**src/rtl/prod_accum.sv**
```systemverilog
// rtl/prod_accum.sv - sums a block of 8-bit multiplier products into an ACC_W-bit result
// Optional PROD_ACCUM_SATURATE_EN: clamp the sum at all ones instead of wrapping.
module prod_accum #(
  parameter int ACC_W = 16,
  parameter int LEN_W = 4
) (
  input  logic             clk,
  input  logic             rst,
  input  logic             clr,
  input  logic [LEN_W-1:0] len,
  input  logic [7:0]       prod,
  input  logic             in_valid,
  output logic             in_ready,
  output logic [ACC_W-1:0] acc_out,
  output logic             ovf,
  output logic             out_valid,
  input  logic             out_ready
);

  localparam logic [0:0]       ST_ACC  = 1'b0;
  localparam logic [0:0]       ST_HOLD = 1'b1;
  localparam logic [LEN_W-1:0] ONE     = {{(LEN_W-1){1'b0}}, 1'b1};

  logic [0:0]       state;
  logic [ACC_W-1:0] acc;
  logic [ACC_W-1:0] acc_nxt;
  logic [LEN_W-1:0] cnt;
  logic [LEN_W-1:0] len_q;
  logic [LEN_W-1:0] len_cur;
  logic [LEN_W-1:0] last_idx;
  logic [ACC_W:0]   sum;
  logic             ovf_q;
  logic             rdy_q;
  logic             accept;
  logic             last;
  logic             take;

  // rdy_q is a register so in_ready never depends combinationally on in_valid
  assign accept   = in_valid & rdy_q;
  assign take     = (state == ST_HOLD) & out_ready;
  assign len_cur  = (cnt == '0) ? len : len_q;
  assign last_idx = (len_cur == '0) ? '0 : len_cur - ONE;
  assign last     = (cnt == last_idx);
  assign sum      = {1'b0, acc} + {{(ACC_W-7){1'b0}}, prod};

`ifdef PROD_ACCUM_SATURATE_EN
  assign acc_nxt = sum[ACC_W] ? {ACC_W{1'b1}} : sum[ACC_W-1:0];
`else
  assign acc_nxt = sum[ACC_W-1:0];
`endif

  always_ff @(posedge clk or posedge rst) begin
    if (rst) begin
      state <= ST_ACC;
      acc   <= '0;
      cnt   <= '0;
      len_q <= '0;
      ovf_q <= 1'b0;
      rdy_q <= 1'b0;
    end else if (clr) begin
      state <= ST_ACC;
      acc   <= '0;
      cnt   <= '0;
      ovf_q <= 1'b0;
      rdy_q <= 1'b1;
    end else begin
      case (state)
        ST_ACC: begin
          rdy_q <= 1'b1;
          if (accept) begin
            acc   <= acc_nxt;
            ovf_q <= ovf_q | sum[ACC_W];
            if (cnt == '0) len_q <= len;
            if (last) begin
              state <= ST_HOLD;
              cnt   <= '0;
              rdy_q <= 1'b0;
            end else begin
              cnt <= cnt + ONE;
            end
          end
        end
        ST_HOLD: begin
          if (take) begin
            state <= ST_ACC;
            acc   <= '0;
            ovf_q <= 1'b0;
            rdy_q <= 1'b1;
          end
        end
        default: state <= ST_ACC;
      endcase
    end
  end

  assign in_ready  = rdy_q;
  assign out_valid = (state == ST_HOLD);
  assign acc_out   = acc;
  assign ovf       = ovf_q;

endmodule

```
**config.mk**
```make
export PLATFORM = sky130hd
export DESIGN_NAME = prod_accum
export DESIGN_NICKNAME = d
export VERILOG_FILES = /design/src/rtl/prod_accum.sv
export SDC_FILE = /design/constraint.sdc
export NUM_CORES = 1
export LEC_CHECK = 0
export CORE_MARGIN = 2
export CORE_UTILIZATION = 35
export CTS_CLUSTER_DIAMETER = 80
export DETAILED_ROUTE_END_ITERATION = 16
export PLACE_DENSITY = 0.66
export SYNTH_ARGS = -nofsm -noshare
export SYNTH_HDL_FRONTEND = slang
export SYNTH_SLANG_ARGS = --single-unit
```
**constraint.sdc**
```tcl
create_clock -name clk -period 1.9 [get_ports clk]
set_input_delay 0.285 -clock clk [delete_from_list [all_inputs] [get_ports clk]]
set_output_delay 0.285 -clock clk [all_outputs]
set_load 0.005 [all_outputs]
```
==> results.toml <==
[global_routing]
grt_pass1_wl_um = 6910
grt_start_max_net_pins = 28
grt_util_all_layers = 0.154
grt_overflow = 0
grt_pass1_vias = 1583
grt_antenna_before_repair = 0

[synthesis]
netlist_area_mm2 = 0.00176
syn_avg_cell_area_um2 = 9.22
yosysTopAreaCell = "dfrtp_1"
synth-edff-count = 0
synthTopCellsByArea = "dfrtp_1, ha_1, xor2_1"
syn-num-nets = 219
yosysUniqueCellTypes = 41
synthCells = 191
yosysWarnings = 0
seq_area_frac_synth = 0.384
ys.flop_type = "dfrtp_1"
synthArstFlopShare = 1.00
ys_ff_latch = 27
yosysTopAreaCellShare = 0.384

[timing]
timing.hold.ws_ns = 0.355
finalSetupTns_ns = -0.873
skew_ns = 0.00777
fin_ws_ns = -0.178
period_share = 1.09
final_max_slew_viol_count = 0
rsz0062_at_grt = "yes"
max-slew-margin-rel = 0.759
period_needed_ns = 2.08
max_freq_mhz = 481
setup_viol = 7
finalHoldViolCount = 0
tightest_slew_ns = 0.361

[clocking]
cts_buffers = 3
htreeDepth = 1
cts_tree = "yes"
clk_latency_ns = 0.28
clk_path_buf_depth = 2
cts_root_buf = "clkbuf_8"
clock_sinks = 27
hold_buffers = 0
cts.clk_slew.worst_paths_ns = 0.11

[routing]
wl_um = 4300
vias_per_cell = 4.98
wl_per_cell_um = 12.8
ant_nets = 0
vias = 1673
dr.pass1.iters = 4
dr.first_iter.drc_count = 106
drc_errors = 0

[placement]
portBuffers = 35
post_dp_cell_area_mm2 = 0.00247
hpwlAfterDp_um = 3200
gp_congestion = 0.806
pre_cts_slack_ns = -0.437

[layout]
design_area_mm2 = 0.00267
fin_nets = 298
final_util = 0.557
syn2layout_area_growth_pct = 51.3
final_layout_size_suffix_gt1_frac = 0.305
diodes = 0

[power]
p_int_mw = 1.54
seq_power_share = 0.326
power.switching_mw = 0.866
p_leak_nw = 1.18
p_sw_frac = 0.359
peakVddDrop_uv = 497
power_density_mw_per_mm2 = 904
pwr-share-clk = 0.145
combPwrFrac = 0.529

[setup_path]
cp.arrival_ns = 2.25
max_stage_delay_ns = 0.42
start_kind = "register"
worstPathRequired_ns = 2.07
critPathMaxFanout = 4
path_class = "reg2reg"
crit_path_end_kind = "register"
cp_slowest_cell = "dfrtp_2"
path_cells = "inv_2, ha_4, or3b_4, o211ai_1, nand3_1, a221o_1, o32a_1"

[run]
maxCapViolCount = 0

[worst_hold_path]
holdCritPathClass = "in2async"

[die]
io_pins = 36
core_area_mm2 = 0.00479
start_util = 0.368
die_w_um = 74.9
rows = 25
die-area_mm2 = 0.00562
die_h_um = 74.9

[outcome]
status = "finished, violations left"
violations = "setup timing"
[per-layer routing]
| layer | track usage | up-vias | wire, um |
|---|---|---|---|
| li1 | - | 856 | - |
| met1 | 0.197 | 788 | 1910 |
| met2 | 0.276 | 25 | 2240 |
| met3 | 0.0281 | 4 | 99 |
| met4 | 0.0218 | 0 | 47 |
| met5 | 0 | - | 0 |
[per-stage QoR]
| step | std cells | total power [mW] |
|---|---|---|
| after floorplan | 191 | 1.42 |
| after global placement | 326 | 1.89 |
| after detailed placement | 326 | 1.91 |
| after global routing | 336 | 2.59 |
| after CTS | 332 | 2.36 |
| final | 336 | 2.41 |
[placed cells by master, fill, tap and decap left out, types with 5 or more instances in the layout]
master / Yosys / final
buf_4: 0 / 43
nor2_1: 13 / 13
o21ai_2: 1 / 5
ha_1: 10 / 7
nand2_1: 22 / 21
clkdlybuf4s50_1: 0 / 33
o21ai_1: 0 / 6
dfrtp_1: 27 / 26
xor2_1: 11 / 11
inv_1: 6 / 5
or3_1: 6 / 5
nand3_1: 10 / 8
a21oi_1: 9 / 8
o21ai_0: 17 / 7
[worst max-delay path: cells and delay by family (launching register included)]
kind            cells  cell delay (ns)
compound gates      3             0.85
simple gates        2             0.51
flops               1             0.42
fa+ha+maj           1             0.13
buf+inv             1             0.08
[sequential cells by signal, indices dropped and copies added, names as in the netlist]
register and flops:
len_q 4, out_valid 1, cnt 4, in_ready 1, ovf 1, acc_out 16
[worst paths after layout]
| path | from | to | slack, ns | depth (start not counted) |
|---|---|---|---|---|
| setup / recovery | cnt[0]$_DFFE_PP0P_ | in_ready$_DFFE_PP0P_ | -0.18 | 7 |
| hold / removal | rst | acc_out[12]$_DFFE_PP0P_ | 0.36 | 3 |
| setup reg to reg | cnt[0]$_DFFE_PP0P_ | in_ready$_DFFE_PP0P_ | -0.18 | 7 |
| hold reg to reg | ovf$_DFFE_PP0P_ | ovf$_DFFE_PP0P_ | 0.52 | 2 |
| max in group asynchronous | rst | cnt[0]$_DFFE_PP0P_ | 1.26 | 3 |
| min in group clk | prod[0] | acc_out[0]$_DFFE_PP0P_ | 0.40 | 4 |
[synth_stat cells, drive strengths merged (2+ instances only)]
cell / count
a21oi: 9
o31ai: 2
clkbuf: 3
mux2i: 2
nand3: 10
a211oi: 2
or3b: 2
and3: 4
a31oi: 3
nor3b: 3
buf: 2
nand4: 3
dfrtp: 27
or2: 4
o211ai: 3
mux2: 4
inv: 6
and3b: 2
or3: 6
nor2: 13
a21o: 4
a221o: 2
ha: 10
nor3: 4
xor2: 11
o21ai: 18
nand2: 22
[final cells by class]
| type | count | area, um^2 |
|---|---|---|
| clock buffers | 3 | 41.3 |
| multi-input cells | 153 | 1140 |
| flip-flops and latches | 27 | 677 |
| clock inverters | 1 | 7.51 |
| well taps | 67 | 83.8 |
| inverters | 6 | 22.5 |
| repair buffers | 79 | 689 |
| fillers | 431 | 2120 |
[logic make-up (layout without fill, tap and decap cells)]
logic type | after synthesis | after routing | share of synthesized area
fa+ha+maj | 11 | 11 | 0.0824
compound gates | 49 | 49 | 0.184
simple gates | 75 | 75 | 0.222
xor+xnor | 12 | 12 | 0.0597
mux | 6 | 6 | 0.0369
buf+inv | 11 | 89 | 0.0320
flops | 27 | 27 | 0.384
[power groups by stage]
stage / Sequential (mW) / Combinational [mW] / Clock [mW]
after floorplan: 0.784 / 0.633 / 0
after global placement: 0.790 / 1.10 / 0
after detailed placement: 0.792 / 1.11 / 0
after CTS: 0.782 / 1.22 / 0.362
after global routing: 0.803 / 1.40 / 0.387
final: 0.785 / 1.27 / 0.351
[timing repair]
action                     CTS  global route
pin swaps                   13            21
resized for setup           12            18
gates cloned                 0             0
setup endpoints to repair   14            15
buffers inserted             2             4
(Power assumes the default switching activity.)
==> RTL change 1 (config.mk and constraints unchanged) <==
The parameter `LEN_W` goes from 4 to 8.
--- a/src/rtl/prod_accum.sv
+++ b/src/rtl/prod_accum.sv
@@ -3,5 +3,5 @@
 module prod_accum #(
   parameter int ACC_W = 16,
-  parameter int LEN_W = 4
+  parameter int LEN_W = 8
 ) (
   input  logic             clk,
Interface: changed (resized len); port bits go from 36 to 40. The function was not compared with the original's and may differ.
==> RTL change 1 against the unedited design <==
- the run still ends with setup timing left
- synthesized area grew 46%
- critical path type unchanged
- power increased by 8.0%
- core utilization shrank 1.8 points
- cell area rose by 45%
- clock power grew 97%
- worst setup slack lost 1.7 ns
- highest routed layer unchanged
- sequential cell count rose by 8
- hold slack improved by 0.042 ns
- routed wire length increased by 68%
- sequential power grew 14%
- critical path depth up 9
- largest cell class unchanged
- clock skew rose by 0.0010 ns
- final cell count increased by 44%
==> RTL change 1: results (changes against the unedited design) <==
[setup_path]
r2r_end = cnt[5]
cp_max_fo = 10  ; +6
r2r.worst_path.cells = 16  ; +9
r2r-start = cnt[1]
worstPathArrival_ns = 3.95  ; +1.70 ns

[layout]
layout-drive-gt1-share_pct = 34.64  ; +4.2 points
stdcell_count = 483  ; +44%
layout.nets = 416  ; +40%

[logic_synthesis]
synth_cell_types = 61  ; +49%
syn-instance-count = 277  ; +45%
synth_area_leaders = dfrtp_1, a21oi_1, ha_1
synth_common_cells = dfrtp_1, a21oi_1, nand2_1, nor2_1
synth_fa_ha_area_share_pct = 6.111  ; -2.1 points
synthMuxAreaShare_pct = 4.704  ; +1.0 points
synth-xor-area-share_pct = 4.074  ; -1.9 points
synth_compound_area_share_pct = 22.94  ; +4.5 points

[clock_tree]
numCtsBuffers = 5  ; +2
clk_pin_slew_ns = 0.08  ; -0.03 ns

[route]
wl_met2_um = 3589  ; +60%
wl_met3_um = 221  ; +120%
wirelength_um = 7201  ; +68%
drt_iter0_markers = 177  ; +67%

[global_route]
grt_pass1_wl_um = 12400  ; +80%
first_global_vias = 2653  ; +68%
grt_use_total_pct = 18.36  ; +3.0 points
grt_use_met2_pct = 31.44  ; +3.9 points
grt_max_degree = 36  ; +29%
grt_util_met1_pct = 23.48  ; +3.8 points

[place]
io_buffers = 39  ; +11%
dp_slack_ns = -1.908  ; -1.471 ns
hpwl_um = 5108  ; +60%
gp_congestion = 0.9361  ; +16%
place_area_um2 = 3510  ; +42%
dp.cells = 464  ; +42%

[power_and_ir_drop]
leakage_nw = 1.614  ; +36%
vdd_drop_max_v = 0.0004266  ; -14%
intPower_mw = 1.761  ; +14%

[run_status]
violations = setup timing
status = finished, violations left

[sta]
worst_slack_ns = -1.874  ; -1.696 ns
setup_viol = 23  ; +16
finalClockSkew_ns = 0.008774  ; +0.001005 ns
finalSetupTns_ns = -20.75  ; -19.88 ns

==> RTL change 1: layout make-up <==
type,instances,area (um^2)
clock buffer,5,68.82
clock inverter,3,43.79
sequential,35,875.8
multi-input combinational,222,1782
inverter,9,33.78
tap,99,123.9
fill,656,3306
timing repair buffer,110,942.2
==> RTL change 1: how the worst max path moves through the flow <==
| stage | slack, ns | end | start | cells after the start |
|---|---|---|---|---|
| 2_1_floorplan | -1.81 | cnt[7] | cnt[0] | 15 |
| 3_3_place_gp | -1.76 | out_valid | cnt[1] | 16 |
| 3_5_place_dp | -1.91 | out_valid | cnt[1] | 15 |
| 4_1_cts | -1.79 | cnt[7] | cnt[1] | 15 |
| 5_1_grt | -2.00 | cnt[7] | cnt[1] | 15 |
| 6_report | -1.87 | cnt[5] | cnt[1] | 16 |
==> RTL change 1: power by group through the flow <==
| stage | combinational [mW] | clock (mW) | sequential, mW |
|---|---|---|---|
| final | 1.02 | 0.692 | 0.894 |
| after global routing | 1.11 | 0.735 | 0.906 |
| after CTS | 0.956 | 0.700 | 0.888 |
| after detailed placement | 0.896 | 0 | 0.899 |
| after global placement | 0.881 | 0 | 0.898 |
| after floorplan | 0.487 | 0 | 0.891 |
==> RTL change 1: critical path, stage by stage (launching register included) <==
cell and delay, ns:
dfrtp_1 0.40, inv_2 0.09, ha_4 0.13, or3b_4 0.41
nor2_8 0.18, mux2i_4 0.29, ha_4 0.18, or4b_4 0.46
or4b_1 0.52, nand3_1 0.08, o31ai_1 0.08, xor2_1 0.17
nand4b_1 0.13, buf_6 0.17, buf_4 0.14, o22ai_1 0.14
a21oi_1 0.08
==> RTL change 1: timing repair <==
item,in CTS,in global routing
cloned,1,1
pin swaps,13,20
setup buffers,6,4
hold buffers,0,0
setup endpoints to repair,21,26
resized for setup,18,20
==> RTL change 2 (same settings) <==
Without the edit above. Reset style: synchronous (`rst`), changed in one clocked block.
--- a/src/rtl/prod_accum.sv
+++ b/src/rtl/prod_accum.sv
@@ -50,5 +50,5 @@
 `endif
 
-  always_ff @(posedge clk or posedge rst) begin
+  always_ff @(posedge clk) begin
     if (rst) begin
       state <= ST_ACC;
Function: differs if rst is asserted again (counterexample within 4 cycles, from zero or initial values and one cycle with rst high); with rst held inactive, the same outputs for 10 cycles.
==> RTL change 2 against the unedited design <==
- the flow still finishes with violations (setup timing)
- worst setup slack improved by 0.013 ns
- synthesized area fell by 2.4%
- non-clock buffer count increased by 2
- routed wire length rose by 11%
- sequential cell count did not move
- count of clock-buffer cells in the layout up 1
- die area fell by 2.3%
- hold slack improved by 0.13 ns
- cell area is 1.8% higher
- via count increased by 8.2%
- maximum frequency rose by 0.63%
- critical endpoint is now out_valid
Power is not compared: it rests on default switching activity, and its combinational part moved more than twofold at a synthesized area within 25%.
==> RTL change 2: results (changes against the unedited design) <==
[place]
dp.cells = 340  ; +4.3%
hpwl_um = 3333  ; +4.3%
dp_slack_ns = -0.5116  ; -0.07506 ns
place_area_um2 = 2434  ; -1.4%
gp_congestion = 0.8851  ; +9.8%

[logic_synthesis]
synth.yosys.seq_area_share_pct = 31.44  ; -6.9 points
syn_area_per_cell_um2 = 8.186  ; -11%
synth_cell_types = 48  ; +17%
syn-num-nets = 238  ; +8.7%
synth_area_leaders = dfxtp_1, ha_1, a21oi_1
synth_common_cells = dfxtp_1, nand2_1, a21oi_1, nor2_1, nand3_1
synthArstFlopShare_pct = 0  ; -100 points

[run_status]
status = finished, violations left
violations = setup timing

[setup_path]
crit_family = compound AO/OA/AOI/OAI gates
max_stage_delay_ns = 0.34  ; -0.08 ns
cp_slowest_cell = dfxtp_2
r2r_end = out_valid
r2r-start = cnt[1]
r2r.worst_path.cells = 12  ; +5
worstPathArrival_ns = 2.28  ; +0.03 ns

[route]
vias_per_cell = 5.116  ; +2.7%
vias = 1811  ; +8.2%
drt_iter0_markers = 110  ; +3.8%
wl_met2_um = 2266  ; +1.0%
wirelength_um = 4748  ; +11%
wl_met3_um = 131  ; +32%
dr.pass1.iters = 4  ; unchanged
m1WireLength_um = 2330  ; +22%

[layout]
fillCellCount = 428  ; -0.70%
multi_input_area_um2 = 1289  ; +13%
diodes = 0  ; unchanged
layout.nets = 316  ; +6.0%
layout-drive-gt1-share_pct = 32.75  ; +2.3 points

[clock_tree]
numCtsBuffers = 3  ; unchanged

[global_route]
grt_max_degree = 15  ; -46%
first_global_vias = 1698  ; +7.3%
grt_pass1_wl_um = 7493  ; +8.5%
antenna_found_initial = 0  ; unchanged
grt_use_total_pct = 17.19  ; +1.8 points

[sta]
finalSetupTns_ns = -0.7406  ; +0.1322 ns
setup_viol = 6  ; -1
whs_ns = 0.4850  ; +0.1298 ns
worst_slack_ns = -0.1650  ; +0.01291 ns
worst_pin_slew_ns = 0.4132  ; +0.05209 ns
finalClockSkew_ns = 0.004935  ; -0.002834 ns

[min_path]
worstHoldPathCells = 2
min_path_type = flop to flop

[power_and_ir_drop]
vdd_drop_max_v = 0.0003117

RTL change 2: cell count changes after synthesis, moves of 4 or more:
cell	delta
o21ai_0	-7
xor2_1	-9
a21oi_1	+9
dfrtp_1	-27
nor2b_1	+4
mux2_2	-4
nor2_1	+5
dfxtp_1	+27
and3_1	-4
xnor2_1	+5
nand3_1	+5
RTL change 2: power breakdown:
part | internal [mW] | leakage (nW) | switching (mW) | total [mW]
registers | 0.574 | 0.221 | 0.0115 | 0.586
clock network | 0.150 | 0.0228 | 0.186 | 0.336
logic | 0.152 | 0.731 | 0.120 | 0.273
total | 0.877 | 0.975 | 0.318 | 1.19
RTL change 2: final cells by class:
cell class,instances,area share [%]
clock buffers,4,1.660
inverters,6,0.9221
multi-input cells,169,47.49
flip-flops and latches,27,20.24
well taps,67,3.089
repair buffers,81,26.60
RTL change 2: timing repair:
item	4_1_cts	5_1_grt
setup endpoints to repair	17	17
setup buffers	3	7
pin swaps	8	17
resized for setup	10	32
RTL change 2: per-layer routing:
metal  vias to the layer above  track usage [%]
met5                         -                0
met4                         0            4.848
met3                         2            1.897
met2                        26            26.49
met1                       851            25.39
li1                        932                -
RTL change 2: how the worst max path moves through the flow:
stage                 start  slack, ns           to  depth (start not counted)
floorplan            cnt[1]      -0.33       cnt[0]                          9
global placement    prod[0]      -0.50  acc_out[10]                         10
detailed placement  prod[0]      -0.51  acc_out[10]                         10
CTS                  cnt[1]      -0.14       cnt[0]                          8
global route         cnt[1]      -0.23    out_valid                         12
finish               cnt[1]      -0.17    out_valid                         12
RTL change 2: logic make-up after synthesis:
group,share of synthesized area (%)
flops,31.44
xor+xnor,4.076
simple gates,25.91
buf+inv,3.566
compound gates,24.09
fa+ha+maj,8.443
mux,2.474
